[config.mk]
export PLATFORM = sky130hd
export DESIGN_NAME = regfile_wb_arbiter_flat
export DESIGN_NICKNAME = d
export VERILOG_FILES = /design/src/rtl/regfile_arb_pkg.sv /design/src/rtl/regfile_wb_arbiter_if.sv /design/src/rtl/wb_slot.sv /design/src/rtl/regfile_wb_arbiter.sv /design/src/flat_wrapper.sv
export SDC_FILE = /design/constraint.sdc
export NUM_CORES = 1
export LEC_CHECK = 0
export CAP_MARGIN = 10
export CORE_MARGIN = 2
export CORE_UTILIZATION = 35
export DETAILED_ROUTE_END_ITERATION = 7
export PLACE_DENSITY = 0.65
export SLEW_MARGIN = 20
export SYNTH_ARGS = -nofsm -noshare
export SYNTH_HDL_FRONTEND = slang
export SYNTH_SLANG_ARGS = --single-unit
export TNS_END_PERCENT = 1
[constraint.sdc]
create_clock -name clk -period 1.3 [get_ports clk]
set_input_delay 0.13 -clock clk [delete_from_list [all_inputs] [get_ports clk]]
set_output_delay 0.13 -clock clk [all_outputs]
set_load 0.02 [all_outputs]
[src/rtl/regfile_arb_pkg.sv]
// regfile_arb_pkg: shared widths, requester ids and slot type for the regfile writeback arbiter
package regfile_arb_pkg;
  localparam int DW = 32;
  localparam int AW = 5;
  localparam logic REQ0 = 1'b0;
  localparam logic REQ1 = 1'b1;
  typedef struct packed {
    logic          full;
    logic [AW-1:0] addr;
    logic [DW-1:0] data;
  } slot_t;
endpackage

[src/rtl/regfile_wb_arbiter_if.sv]
// regfile_wb_arbiter_if: two writeback requesters in, registered regfile write port out
interface regfile_wb_arbiter_if #(
  parameter int DW = regfile_arb_pkg::DW,
  parameter int AW = regfile_arb_pkg::AW
);
  logic          s0_valid;
  logic          s0_ready;
  logic [AW-1:0] s0_addr;
  logic [DW-1:0] s0_data;
  logic          s1_valid;
  logic          s1_ready;
  logic [AW-1:0] s1_addr;
  logic [DW-1:0] s1_data;
  logic [AW-1:0] a3;
  logic [DW-1:0] wd;
  logic          we;
  logic          gnt;
  logic          idle;
  modport slave (
    input  s0_valid, s0_addr, s0_data, s1_valid, s1_addr, s1_data,
    output s0_ready, s1_ready, a3, wd, we, gnt, idle
  );
  modport master (
    output s0_valid, s0_addr, s0_data, s1_valid, s1_addr, s1_data,
    input  s0_ready, s1_ready, a3, wd, we, gnt, idle
  );
endinterface

[src/rtl/wb_slot.sv]
// wb_slot: one-entry writeback buffer; an accept on a drain edge refills it in place
module wb_slot #(
  parameter int DW = regfile_arb_pkg::DW,
  parameter int AW = regfile_arb_pkg::AW
) (
  input  logic          clk,
  input  logic          rst_n,
  input  logic          accept,
  input  logic          drain,
  input  logic [AW-1:0] in_addr,
  input  logic [DW-1:0] in_data,
  output logic          full,
  output logic [AW-1:0] addr,
  output logic [DW-1:0] data
);
  logic          full_q, full_d;
  logic [AW-1:0] addr_q, addr_d;
  logic [DW-1:0] data_q, data_d;
  always_comb begin
    full_d = accept | (full_q & ~drain);
    addr_d = accept ? in_addr : addr_q;
    data_d = accept ? in_data : data_q;
  end
  always_ff @(posedge clk or negedge rst_n) begin
    if (!rst_n) begin
      full_q <= 1'b0;
      addr_q <= '0;
      data_q <= '0;
    end else begin
      full_q <= full_d;
      addr_q <= addr_d;
      data_q <= data_d;
    end
  end
  assign full = full_q;
  assign addr = addr_q;
  assign data = data_q;
endmodule

[src/rtl/regfile_wb_arbiter.sv]
// regfile_wb_arbiter: round-robin sharing of the regfile write port between two writeback sources
module regfile_wb_arbiter #(
  parameter int DW = regfile_arb_pkg::DW,
  parameter int AW = regfile_arb_pkg::AW
) (
  input logic                  clk,
  input logic                  rst_n,
  regfile_wb_arbiter_if.slave  bus
);
  import regfile_arb_pkg::*;
  logic          full0, full1, drain0, drain1, ready0, ready1;
  logic [AW-1:0] addr0, addr1;
  logic [DW-1:0] data0, data1;
  logic          prio_q, prio_d, we_q, we_d, gnt_q, gnt_d;
  logic [AW-1:0] a3_q, a3_d;
  logic [DW-1:0] wd_q, wd_d;
  wb_slot #(.DW(DW), .AW(AW)) u_slot0 (
    .clk(clk), .rst_n(rst_n), .accept(bus.s0_valid & ready0), .drain(drain0),
    .in_addr(bus.s0_addr), .in_data(bus.s0_data), .full(full0), .addr(addr0), .data(data0)
  );
  wb_slot #(.DW(DW), .AW(AW)) u_slot1 (
    .clk(clk), .rst_n(rst_n), .accept(bus.s1_valid & ready1), .drain(drain1),
    .in_addr(bus.s1_addr), .in_data(bus.s1_data), .full(full1), .addr(addr1), .data(data1)
  );
  // drain depends only on slot state and prio, keeping ready free of any path from valid
  always_comb begin
    drain0 = full0 & (~full1 | (prio_q == REQ0));
    drain1 = full1 & (~full0 | (prio_q == REQ1));
    ready0 = ~full0 | drain0;
    ready1 = ~full1 | drain1;
    prio_d = drain0 ? REQ1 : drain1 ? REQ0 : prio_q;
    gnt_d  = drain0 ? REQ0 : drain1 ? REQ1 : gnt_q;
    a3_d   = drain0 ? addr0 : drain1 ? addr1 : a3_q;
    wd_d   = drain0 ? data0 : drain1 ? data1 : wd_q;
    we_d   = drain0 ? |addr0 : drain1 ? |addr1 : 1'b0;
  end
  always_ff @(posedge clk or negedge rst_n) begin
    if (!rst_n) begin
      prio_q <= REQ0;
      gnt_q  <= REQ0;
      we_q   <= 1'b0;
      a3_q   <= '0;
      wd_q   <= '0;
    end else begin
      prio_q <= prio_d;
      gnt_q  <= gnt_d;
      we_q   <= we_d;
      a3_q   <= a3_d;
      wd_q   <= wd_d;
    end
  end
  assign bus.s0_ready = ready0;
  assign bus.s1_ready = ready1;
  assign bus.a3       = a3_q;
  assign bus.wd       = wd_q;
  assign bus.we       = we_q;
  assign bus.gnt      = gnt_q;
  assign bus.idle     = ~full0 & ~full1 & ~we_q;
endmodule
[src/flat_wrapper.sv]
// flat-port wrapper written by rule: the top's interface ports become plain ports
module regfile_wb_arbiter_flat import regfile_arb_pkg::*;
#(
  parameter int DW = regfile_arb_pkg::DW,
  parameter int AW = regfile_arb_pkg::AW
)
  (clk, rst_n, bus_s0_valid, bus_s0_addr, bus_s0_data, bus_s1_valid, bus_s1_addr, bus_s1_data, bus_s0_ready, bus_s1_ready, bus_a3, bus_wd, bus_we, bus_gnt, bus_idle);
  regfile_wb_arbiter_if #(.DW(DW), .AW(AW)) bus_i ();
  input logic clk;
  input logic rst_n;
  input wire logic [$bits(bus_i.s0_valid)-1:0] bus_s0_valid;
  input wire logic [$bits(bus_i.s0_addr)-1:0] bus_s0_addr;
  input wire logic [$bits(bus_i.s0_data)-1:0] bus_s0_data;
  input wire logic [$bits(bus_i.s1_valid)-1:0] bus_s1_valid;
  input wire logic [$bits(bus_i.s1_addr)-1:0] bus_s1_addr;
  input wire logic [$bits(bus_i.s1_data)-1:0] bus_s1_data;
  output wire logic [$bits(bus_i.s0_ready)-1:0] bus_s0_ready;
  output wire logic [$bits(bus_i.s1_ready)-1:0] bus_s1_ready;
  output wire logic [$bits(bus_i.a3)-1:0] bus_a3;
  output wire logic [$bits(bus_i.wd)-1:0] bus_wd;
  output wire logic [$bits(bus_i.we)-1:0] bus_we;
  output wire logic [$bits(bus_i.gnt)-1:0] bus_gnt;
  output wire logic [$bits(bus_i.idle)-1:0] bus_idle;
  assign bus_i.s0_valid = bus_s0_valid;
  assign bus_i.s0_addr = bus_s0_addr;
  assign bus_i.s0_data = bus_s0_data;
  assign bus_i.s1_valid = bus_s1_valid;
  assign bus_i.s1_addr = bus_s1_addr;
  assign bus_i.s1_data = bus_s1_data;
  assign bus_s0_ready = bus_i.s0_ready;
  assign bus_s1_ready = bus_i.s1_ready;
  assign bus_a3 = bus_i.a3;
  assign bus_wd = bus_i.wd;
  assign bus_we = bus_i.we;
  assign bus_gnt = bus_i.gnt;
  assign bus_idle = bus_i.idle;
  regfile_wb_arbiter #(.DW(DW), .AW(AW)) u_core (.clk(clk), .rst_n(rst_n), .bus(bus_i));
endmodule
==> flow_summary.yaml, run 1 <==
routing:
  postRouteWirelength_microns: 11710
  ant_nets: 0
  drtIter0Drc: 176
  dr.pass1.iters: 4
  viasPerCell: 5.027
  drc: 0
  vias: 3197
  wl_per_cell_microns: 18.41
power:
  p_leak_uw: 0.002953
  seq_power_share_pct: 37.2
  intPower_uw: 10540
  combPwrFrac_pct: 33.2
  swShare_pct: 30.35
  vdd_drop_max_mv: 0.9738
  p_switching_uw: 4592
  p_per_area_mw_per_mm2: 2186
  pwr-share-clk_pct: 29.6
worst_setup_path:
  cp_max_fo: 9
  critPathCapture: "u_core.u_slot1.data[10]"
  crit_slowest_cell: "dfrtp_1"
  cp-end-kind: "flip-flop"
  r2r_end: "u_core.u_slot1.data[10]"
  critPathBufInv: 1
  crit-reg2reg-launch: "u_core.prio_q"
  path_cells: "nand3b_1, nand2_4, buf_12, mux2_2"
  slowest_delay_ps: 390
  regToRegSetupSlack_ps: -160
  start_kind: "flip-flop"
  arrival_ps: 1750
  crit_cells: 4
  criticalPathCategory: "reg2reg"
  cp-startpoint: "u_core.prio_q"
  critPathTopFamily: "simple AND/OR/NAND/NOR gates"
  reg2reg_depth: 4
  worstPathRequired_ps: 1590
grt:
  met2_usage_pct: 28.82
  antenna_found_initial: 0
  grt-ovfl-total: 0
  grtUsageTotal_pct: 17.53
  grt_pass1_vias: 3567
  grt_pass1_wl_microns: 18950
  grt-busiest-layer: "met2"
  met1_usage_pct: 21.55
  use_met3_pct: 6.226
  grt_start_max_net_pins: 49
sta:
  fin_crit_sh_pct: 112.5
  maxSlewViolCount: 0
  final.min_clock_period_ps: 1462
  timing.fmax_mhz: 683.8
  whs_ps: 163.2
  hold_viol: 0
  finalWorstSetupSlack_ps: -162.4
  worst_pin_slew_ps: 314.9
  rsz0062_at_grt: "true"
  setup_violations: 114
  maxSlewHeadroom_pct: 79.01
  skew_ps: 8.080
yosys:
  synth_cell_types: 22
  yosys-top-cells-area: "dfrtp_1 62%, mux2_2 18%, o221a_2 8.9%"
  synth_fp_nets: 388
  yosys_most_used_dff: "dfrtp_1"
  async_flop_share_pct: 100.0
  synthesis.area_sq_mm: 0.004686
  ys_seq_elements: 116
  yosysTopAreaCellShare_pct: 61.95
  syn_area_per_cell_sq_um: 15.12
  synth_edf_count: 0
  yosys.area.top_type: "dfrtp_1"
  ys_warn_count: 0
  ys_top_cells_by_count: "116 x dfrtp_1, 74 x mux2_2, 37 x o221a_2, 33 x or3_1, 9 x clkbuf_1"
  yosysMostFrequentCell: "dfrtp_1"
  syn_inst: 310
  yosysSeqAreaShare_pct: 61.95
clock_tree:
  cts_root_buffer: "clkbuf_16"
  cts.path.max_buffers: 2
  clkTransAtPathRegs_ps: 50
  cts_sinks: 116
  cts_setup_buffers: 0
  clk_latency_ps: 410
  tritoncts: "yes"
  cts_buffers: 17
  h-tree-depth: 4
floorplanning:
  rows: 42
  die_area_sq_mm: 0.01433
  die_w_microns: 119.7
  ioPinCount: 120
  die_y_microns: 119.7
  coreArea_sq_mm: 0.01314
  start_util_pct: 35.67
placement:
  dpl_cell_area_sq_mm: 0.006316
  place_ws_ps: -307.7
  gp_congestion: 0.7255
  dp_cells: 605
  placement.io_buffers: 119
  hpwl_microns: 7801
finish:
  fillers: 1136
  final_util_pct: 52.70
  syn2layout_area_growth_pct: 47.74
  fin_cells: 636
  diodes: 0
  final_area_sq_mm: 0.006923
  drive_gt1_share_pct: 37.61
  final_net_count: 528
outcome:
  status: "complete, but fails checks"
  violations: "negative setup slack"
hold_path:
  hold_path_class: "in2async"
run:
  max_cap_violations: 0
[power by group through the flow]
| stage | clock network, uW | logic (uW) | registers [uW] |
|---|---|---|---|
| 3_5_place_dp | 0 | 5390 | 5660 |
| 6_report | 4480 | 5020 | 5630 |
| 5_1_grt | 4770 | 5380 | 5780 |
| 3_3_place_gp | 0 | 5310 | 5640 |
| 2_1_floorplan | 0 | 2320 | 6190 |
| 4_1_cts | 4580 | 5040 | 5630 |
[logic make-up (layout without fill, tap and decap cells)]
group                  after synthesis  in the layout  synth area share [%]
AOI/OAI and AO/OA                   44             44                 9.987
buffers and inverters               24            174                 3.525
DFF                                116            116                 61.95
muxes                               74             74                 17.78
and+or+nand+nor                     52             52                 6.756
[registers in the layout (all words and copies together), names as in the netlist, 5 cells and up]
register / cells
u_core.u_slot0.data: 32
u_core.bus.a3: 5
u_core.u_slot1.data: 32
u_core.u_slot0.addr: 5
u_core.bus.wd: 32
u_core.u_slot1.addr: 5
[per-layer routing]
metal  up-vias  share of wire (%)
li1       1441                  -
met1      1644                 43
met2       103                 50
met3         9                6.4
met4         0               0.73
met5         -                  0
[stage by stage]
stage	total power, uW	setup TNS (ps)
5_1_grt	15920	-19590
3_5_place_dp	11050	-13040
3_3_place_gp	10950	-9143
6_report	15130	-11390
4_1_cts	15250	-11990
2_1_floorplan	8508	-18740
[final cells by class]
cell class              count  area (sq um)  area share (%)
multi-input cells         170          1758           25.39
clock inverters             5         75.07           1.084
repair buffers            143          1465           21.16
flip-flops and latches    116          2905           41.97
inverters                   2         7.507          0.1084
clock buffers              24         491.7           7.103
well taps                 176         220.2           3.181
[layout by cell type, fill, tap and decap left out, types with 10 or more instances in the layout]
master           instances
buf_12                  10
buf_4                   12
clkbuf_16               18
clkdlybuf4s50_1         76
dfrtp_1                114
dlygate4sd2_1           36
mux2_2                  45
mux2_4                  29
o221a_2                 37
or3_1                   33
[timing repair]
action	4_1_cts	5_1_grt
cloned	0	1
pin swaps	2	1
endpoints found under the hold margin	116	0
endpoints found under the setup margin	154	117
resized for setup	66	5
hold buffers	1	0
[how the worst min path moves through the flow]
stage / startpoint / to / slack, ps / depth (start not counted)
CTS: rst_n / u_core.u_slot1.data[27] / 150 / 2
floorplan: rst_n / u_core.bus.a3[0] / -170 / 0
detailed placement: rst_n / u_core.u_slot1.data[27] / 50 / 1
finish: rst_n / u_core.u_slot1.data[27] / 160 / 2
global placement: rst_n / u_core.u_slot1.data[27] / 50 / 1
global route: rst_n / u_core.u_slot1.data[27] / 170 / 2
Power figures use the tool's default switching activity.
==> run 2, diff against run 1 <==
--- a/config.mk
+++ b/config.mk
@@ -5,13 +5,14 @@
 export SDC_FILE = /design/constraint.sdc
 export NUM_CORES = 1
 export LEC_CHECK = 0
+export ABC_AREA = 1
 export CAP_MARGIN = 10
 export CORE_MARGIN = 2
 export CORE_UTILIZATION = 35
 export DETAILED_ROUTE_END_ITERATION = 7
-export PLACE_DENSITY = 0.65
-export SLEW_MARGIN = 20
+export PLACE_DENSITY = 0.64
 export SYNTH_ARGS = -nofsm -noshare
 export SYNTH_HDL_FRONTEND = slang
+export SYNTH_HIERARCHICAL = 1
 export SYNTH_SLANG_ARGS = --single-unit
 export TNS_END_PERCENT = 1
==> run 2 against run 1 <==
Effect of this change: the flow still finishes with violations (negative setup slack); utilization down 1.8 points; worst hold slack better by 39 ps; register-to-register slack improved by 100 ps; cell area increased by 1.6%; global-route usage rose by 1.9 points; sequential cell count did not move; clock skew shrank 1.6 ps; via count increased by 33%; critical path type is now reg2out; largest power group is now combinational cells; highest routed layer unchanged.
==> flow_summary.yaml, run 2 <==
finish:
  final_area_sq_mm: 0.007033
  fin_cells: 884
  final_common_cell: "nand2_1"
  diodes: 0
  drive_gt1_share_pct: 12.64
  final_cell_mix: "263 x nand2_1, 114 x dfrtp_1, 112 x nand3_1"
  final_net_count: 769
  fillers: 1249
  syn2layout_area_growth_pct: 42.34
floorplanning:
  ioPinCount: 120
  start_util_pct: 35.73
  coreArea_sq_mm: 0.01383
  rows: 43
  die_w_microns: 122.8
  die_area_sq_mm: 0.01508
  die_y_microns: 122.8
clock_tree:
  cts.path.max_buffers: 2
  cts_buffers: 17
  h-tree-depth: 4
  clk_latency_ps: 410
  cts_sinks: 116
  cts_root_buffer: "clkbuf_16"
  tritoncts: "yes"
  clkTransAtPathRegs_ps: 50
power:
  pwr-share-clk_pct: 26.8
  p_leak_uw: 0.003497
  combPwrFrac_pct: 37.9
  swShare_pct: 38.45
  seq_power_share_pct: 35.3
  p_switching_uw: 6848
  p_per_area_mw_per_mm2: 2532
  fin_total_pwr_uw: 17810
  vdd_drop_max_mv: 1.156
  intPower_uw: 10960
placement:
  hpwl_microns: 8933
  dpl_cell_area_sq_mm: 0.006316
  gp_congestion: 0.7899
  placement.io_buffers: 119
  dp_cells: 842
routing:
  vias: 4258
  viasPerCell: 4.817
  drtIter0Drc: 468
  wl_per_cell_microns: 15.66
  postRouteWirelength_microns: 13840
  wl_met2_microns: 6467
  ant_nets: 0
  dr.pass1.iters: 6
  dr_wl_met3_microns: 1093
  drc: 0
  highest_layer: "met4"
  met1_length_microns: 6195
worst_setup_path:
  regToRegSetupSlack_ps: -60
  crit-reg2reg-launch: "u_core/u_slot1/full"
  cp-startpoint: "u_core/u_slot1/full"
  cp_max_fo: 6
  path_cells: "nor3_4, buf_6"
  r2r_end: "u_core/bus.wd[17]"
  crit_slowest_cell: "dfrtp_2"
  reg2reg_depth: 4
  start_kind: "flip-flop"
  crit_cells: 2
  critPathTopFamily: "flip-flops"
  criticalPathCategory: "reg2out"
  slowest_delay_ps: 470
  cp-end-kind: "output pin"
  critPathBufInv: 1
  arrival_ps: 1290
  worstPathRequired_ps: 1170
  critPathCapture: "bus_idle"
sta:
  skew_ps: 6.486
  final.min_clock_period_ps: 1416
  whs_ps: 202.2
  fin_tns_setup_ps: -418.1
  timing.fmax_mhz: 706.2
  finalWorstSetupSlack_ps: -116.0
  maxSlewViolCount: 0
  rsz0062_at_grt: "true"
  hold_viol: 0
  maxSlewHeadroom_pct: 70.47
  worst_pin_slew_ps: 443.0
  setup_violations: 11
  fin_crit_sh_pct: 108.9
outcome:
  status: "complete, but fails checks"
  violations: "negative setup slack"
yosys:
  yosysTopAreaCellShare_pct: 58.75
  ys_warn_count: 6
  syn_area_per_cell_sq_um: 8.839
  yosys_most_used_dff: "dfrtp_1"
  synthesis.area_sq_mm: 0.004941
  yosys-top-cells-area: "dfrtp_1 59%, nand2_1 21%, nand3_1 11%"
  syn_inst: 559
  ys_seq_elements: 116
  ys_top_cells_by_count: "270 x nand2_1, 116 x dfrtp_1, 113 x nand3_1, 14 x buf_6, 11 x buf_2"
  async_flop_share_pct: 100.0
  yosysMostFrequentCell: "nand2_1"
  yosys.area.top_type: "dfrtp_1"
  yosysSeqAreaShare_pct: 58.75
  synth_cell_types: 19
  synth_edf_count: 0
  synth_fp_nets: 637
grt:
  grt_start_max_net_pins: 38
  antenna_found_initial: 0
  grt-ovfl-total: 0
  grtUsageTotal_pct: 19.45
  grt_pass1_vias: 4416
  grt_pass1_wl_microns: 22190
run:
  max_cap_violations: 0
hold_path:
  hold_path_class: "in2async"
==> run 2: cell count changes in the layout (fill, tap and decap cells not counted), sizes merged, moves of 6 or more <==
cell,before,now
buf,27,33
clkdlybuf4s15,2,12
clkinvlp,0,7
dlygate4sd2,36,25
inv,2,10
mux2,74,0
nand2,5,272
nand3,1,113
o221a,37,0
or3,33,0
==> run 2: worst min-delay path by stage <==
| stage | from | to | slack, ps | cells after the start |
|---|---|---|---|---|
| finish | rst_n | u_core/u_slot0/data[0] | 200 | 2 |
| detailed placement | rst_n | u_core/u_slot0/data[0] | 100 | 1 |
| CTS | rst_n | u_core/u_slot0/data[0] | 210 | 2 |
| global route | rst_n | u_core/u_slot0/data[1] | 230 | 2 |
| global placement | rst_n | u_core/u_slot0/data[0] | 90 | 1 |
| floorplan | rst_n | u_core/bus.a3[0] | -170 | 0 |
==> run 2: through the flow <==
step / utilization [%] / setup slack (ps)
final: 50.86 / -116.0
after global routing: 50.86 / -168.0
after CTS: 50.23 / -154.5
after detailed placement: 45.68 / -332.4
after global placement: 45.68 / -326.7
after floorplan: - / -49.98
==> run 2: layout make-up <==
| class | instances | area [sq um] | share of cell area, % |
|---|---|---|---|
| Tap cell | 180 | 225.2 | 3.202 |
| Clock buffer | 19 | 452.9 | 6.440 |
| Sequential cell | 116 | 2905 | 41.31 |
| Timing Repair Buffer | 149 | 1524 | 21.67 |
| Inverter | 10 | 42.54 | 0.6049 |
| Clock inverter | 13 | 157.7 | 2.242 |
| Multi-Input combinational cell | 397 | 1725 | 24.53 |
==> run 2: per-layer routing <==
layer | global-route usage (%) | vias up
li1 | - | 2049
met1 | 26.11 | 2011
met2 | 30.49 | 190
met3 | 5.716 | 8
met4 | 5.819 | 0
met5 | 0 | -
==> run 2: worst register-to-register path, delay by kind of cell (launching register included) <==
| family | cells | cell delay [ps] |
|---|---|---|
| buffers and inverters | 1 | 400 |
| AND/OR/NAND/NOR | 3 | 430 |
| flip-flops | 1 | 470 |
==> run 2: timing repair <==
action | 4_1_cts | 5_1_grt
hold buffers | 1 | 0
setup buffers | 4 | 4
hold endpoints to repair | 23 | 0
endpoints found under the setup margin | 137 | 119
resized for setup | 63 | 26
pin swaps | 24 | 3
cloned | 1 | 0
==> run 2: power groups by stage <==
stage / clock network (uW) / logic [uW] / registers (uW)
after floorplan: 0 / 3840 / 6640
after global placement: 0 / 6520 / 6260
after detailed placement: 0 / 6710 / 6300
after CTS: 4840 / 6570 / 6270
after global routing: 5030 / 7470 / 6490
final: 4770 / 6750 / 6290
==> run 2: cell families after synthesis <==
| kind of cell | share of synthesized area, % |
|---|---|
| flip-flops | 58.75 |
| AND/OR/NAND/NOR | 33.17 |
| buffers and inverters | 7.724 |
| AO/OA/AOI/OAI | 0.3544 |
==> run 3, diff against run 2 <==
--- a/config.mk
+++ b/config.mk
@@ -8,9 +8,9 @@
 export ABC_AREA = 1
 export CAP_MARGIN = 10
 export CORE_MARGIN = 2
-export CORE_UTILIZATION = 35
+export CORE_UTILIZATION = 30
 export DETAILED_ROUTE_END_ITERATION = 7
-export PLACE_DENSITY = 0.64
+export PLACE_DENSITY = 0.57
 export SYNTH_ARGS = -nofsm -noshare
 export SYNTH_HDL_FRONTEND = slang
 export SYNTH_HIERARCHICAL = 1
==> run 3 against run 2 <==
Effect of this change: sequential cell count stayed put; clock skew is 7.9 ps higher; worst hold slack worse by 55 ps; sequential power is 2% lower; the run still ends with negative setup slack left; critical endpoint is now u_core/bus.gnt; utilization is 6.2 points lower; largest power group unchanged; register-to-register slack hardly changed.
==> flow_summary.yaml, run 3 (same netlist as run 2, synthesis figures left out) <==
outcome:
  status: "complete, but fails checks"
  violations: "negative setup slack"
sta:
  maxSlewViolCount: 0
  hold_viol: 0
  maxSlewHeadroom_pct: 70.89
  setup_violations: 35
  finalWorstSetupSlack_ps: -45.65
  fin_tns_setup_ps: -796.8
  fin_crit_sh_pct: 103.5
  whs_ps: 146.8
  worst_pin_slew_ps: 436.6
  skew_ps: 14.41
  timing.fmax_mhz: 743.1
  final.min_clock_period_ps: 1346
  rsz0062_at_grt: "true"
routing:
  drc: 0
  drtIter0Drc: 333
  wl_per_cell_microns: 15.95
  viasPerCell: 4.681
  dr.pass1.iters: 4
  vias: 4335
  postRouteWirelength_microns: 14770
  ant_nets: 0
grt:
  grtUsageTotal_pct: 16.97
  grt_pass1_wl_microns: 23400
  grt-ovfl-total: 0
  grt_start_max_net_pins: 39
  grt_pass1_vias: 4539
  antenna_found_initial: 0
clock_tree:
  cts_root_buffer: "clkbuf_16"
  clk_latency_ps: 410
  cts_sinks: 116
  cts_buffers: 17
  h-tree-depth: 4
  cts.path.max_buffers: 2
  tritoncts: "yes"
  clkTransAtPathRegs_ps: 50
worst_setup_path:
  cp-end-kind: "flip-flop"
  worstPathRequired_ps: 1590
  crit-reg2reg-launch: "u_core/u_slot1/full"
  critPathCapture: "u_core/bus.gnt"
  slowest_delay_ps: 440
  crit_slowest_cell: "dfrtp_2"
  path_cells: "buf_6, buf_8, nor2_4, buf_12, clkbuf_16, o21ai_0"
  regToRegSetupSlack_ps: -50
  reg2reg_depth: 6
  r2r_end: "u_core/bus.gnt"
  start_kind: "flip-flop"
  cp-startpoint: "u_core/u_slot1/full"
  criticalPathCategory: "reg2reg"
  cp_max_fo: 13
  arrival_ps: 1630
finish:
  final_area_sq_mm: 0.007152
  syn2layout_area_growth_pct: 44.75
  diodes: 0
  final_cell_mix: "268 x nand2_1, 114 x dfrtp_1, 111 x nand3_1"
  drive_gt1_share_pct: 12.54
  final_net_count: 778
  final_common_cell: "nand2_1"
floorplanning:
  ioPinCount: 120
  die_area_sq_mm: 0.01751
  die_w_microns: 132.3
  coreArea_sq_mm: 0.01600
  rows: 46
  die_y_microns: 132.3
  start_util_pct: 30.88
placement:
  placement.io_buffers: 119
  hpwl_microns: 9652
  dpl_cell_area_sq_mm: 0.006441
  gp_congestion: 0.7585
power:
  p_per_area_mw_per_mm2: 2489
  p_leak_uw: 0.003583
  vdd_drop_max_mv: 1.570
run:
  max_cap_violations: 0
hold_path:
  hold_path_class: "in2async"
-- run 3: changes by cell type in the layout (fill, tap and decap cells not counted), sizes merged --
cell           previous run  this run
clkbuf                   21        30
dlygate4sd2              25        30
bufinv                    3         0
buf                      33        40
nor2                      7         6
clkdlybuf4s15            12         7
clkinvlp                  7         1
-- run 3: cell type report --
cell class              instances  area [sq um]
clock buffers                  25         515.5
clock inverters                 4         22.52
multi-input cells             396          1695
fillers                      1575          8848
repair buffers                159          1698
well taps                     216         270.3
flip-flops and latches        116          2905
inverters                      10         45.04
-- run 3: critical path, delay by kind of cell, from the launching register on --
family          cells  cell delay, ps
compound gates      1              80
buf+inv             4             580
flops               1             440
simple gates        1             110
-- run 3: how the worst min path moves through the flow --
stage | from | to | slack, ps | cells after the start
finish | rst_n | u_core/u_slot1/data[30] | 150 | 2
global route | rst_n | u_core/bus.wd[6] | 150 | 2
CTS | rst_n | u_core/u_slot1/data[8] | 140 | 2
detailed placement | rst_n | u_core/bus.wd[8] | 20 | 1
global placement | rst_n | u_core/bus.wd[8] | 20 | 1
floorplan | rst_n | u_core/bus.a3[0] | -170 | 0
-- run 3: stage by stage --
step,std cells,setup slack [ps],power (uW),utilization (%)
floorplan,559,-49.98,10470,-
global placement,887,-156.3,13230,40.26
detailed placement,887,-132.3,13410,40.26
CTS,917,-254.9,17350,43.45
global route,926,-76.25,19040,44.70
finish,926,-45.65,17800,44.70
-- run 3: metal layers --
| layer | vias up | global-route usage (%) | routed length, microns |
|---|---|---|---|
| met5 | - | 0 | 0 |
| met2 | 167 | 25.88 | 6749 |
| met3 | 12 | 5.113 | 1065 |
| met4 | 0 | 5.556 | 101 |
| li1 | 2053 | - | - |
| met1 | 2103 | 23.12 | 6858 |
-- run 3: what timing repair did --
action,CTS,global route
buffers inserted,0,4
setup endpoints to repair,156,123
hold endpoints to repair,116,0
cloned,0,5
gates resized for setup,58,29
pin swaps,0,2
hold buffers,1,0
-- run 3: where the power goes --
part	total, uW	internal, uW	switching, uW
Combinational	7430	3100	4330
Sequential	6150	5210	941
Clock	4220	2690	1530
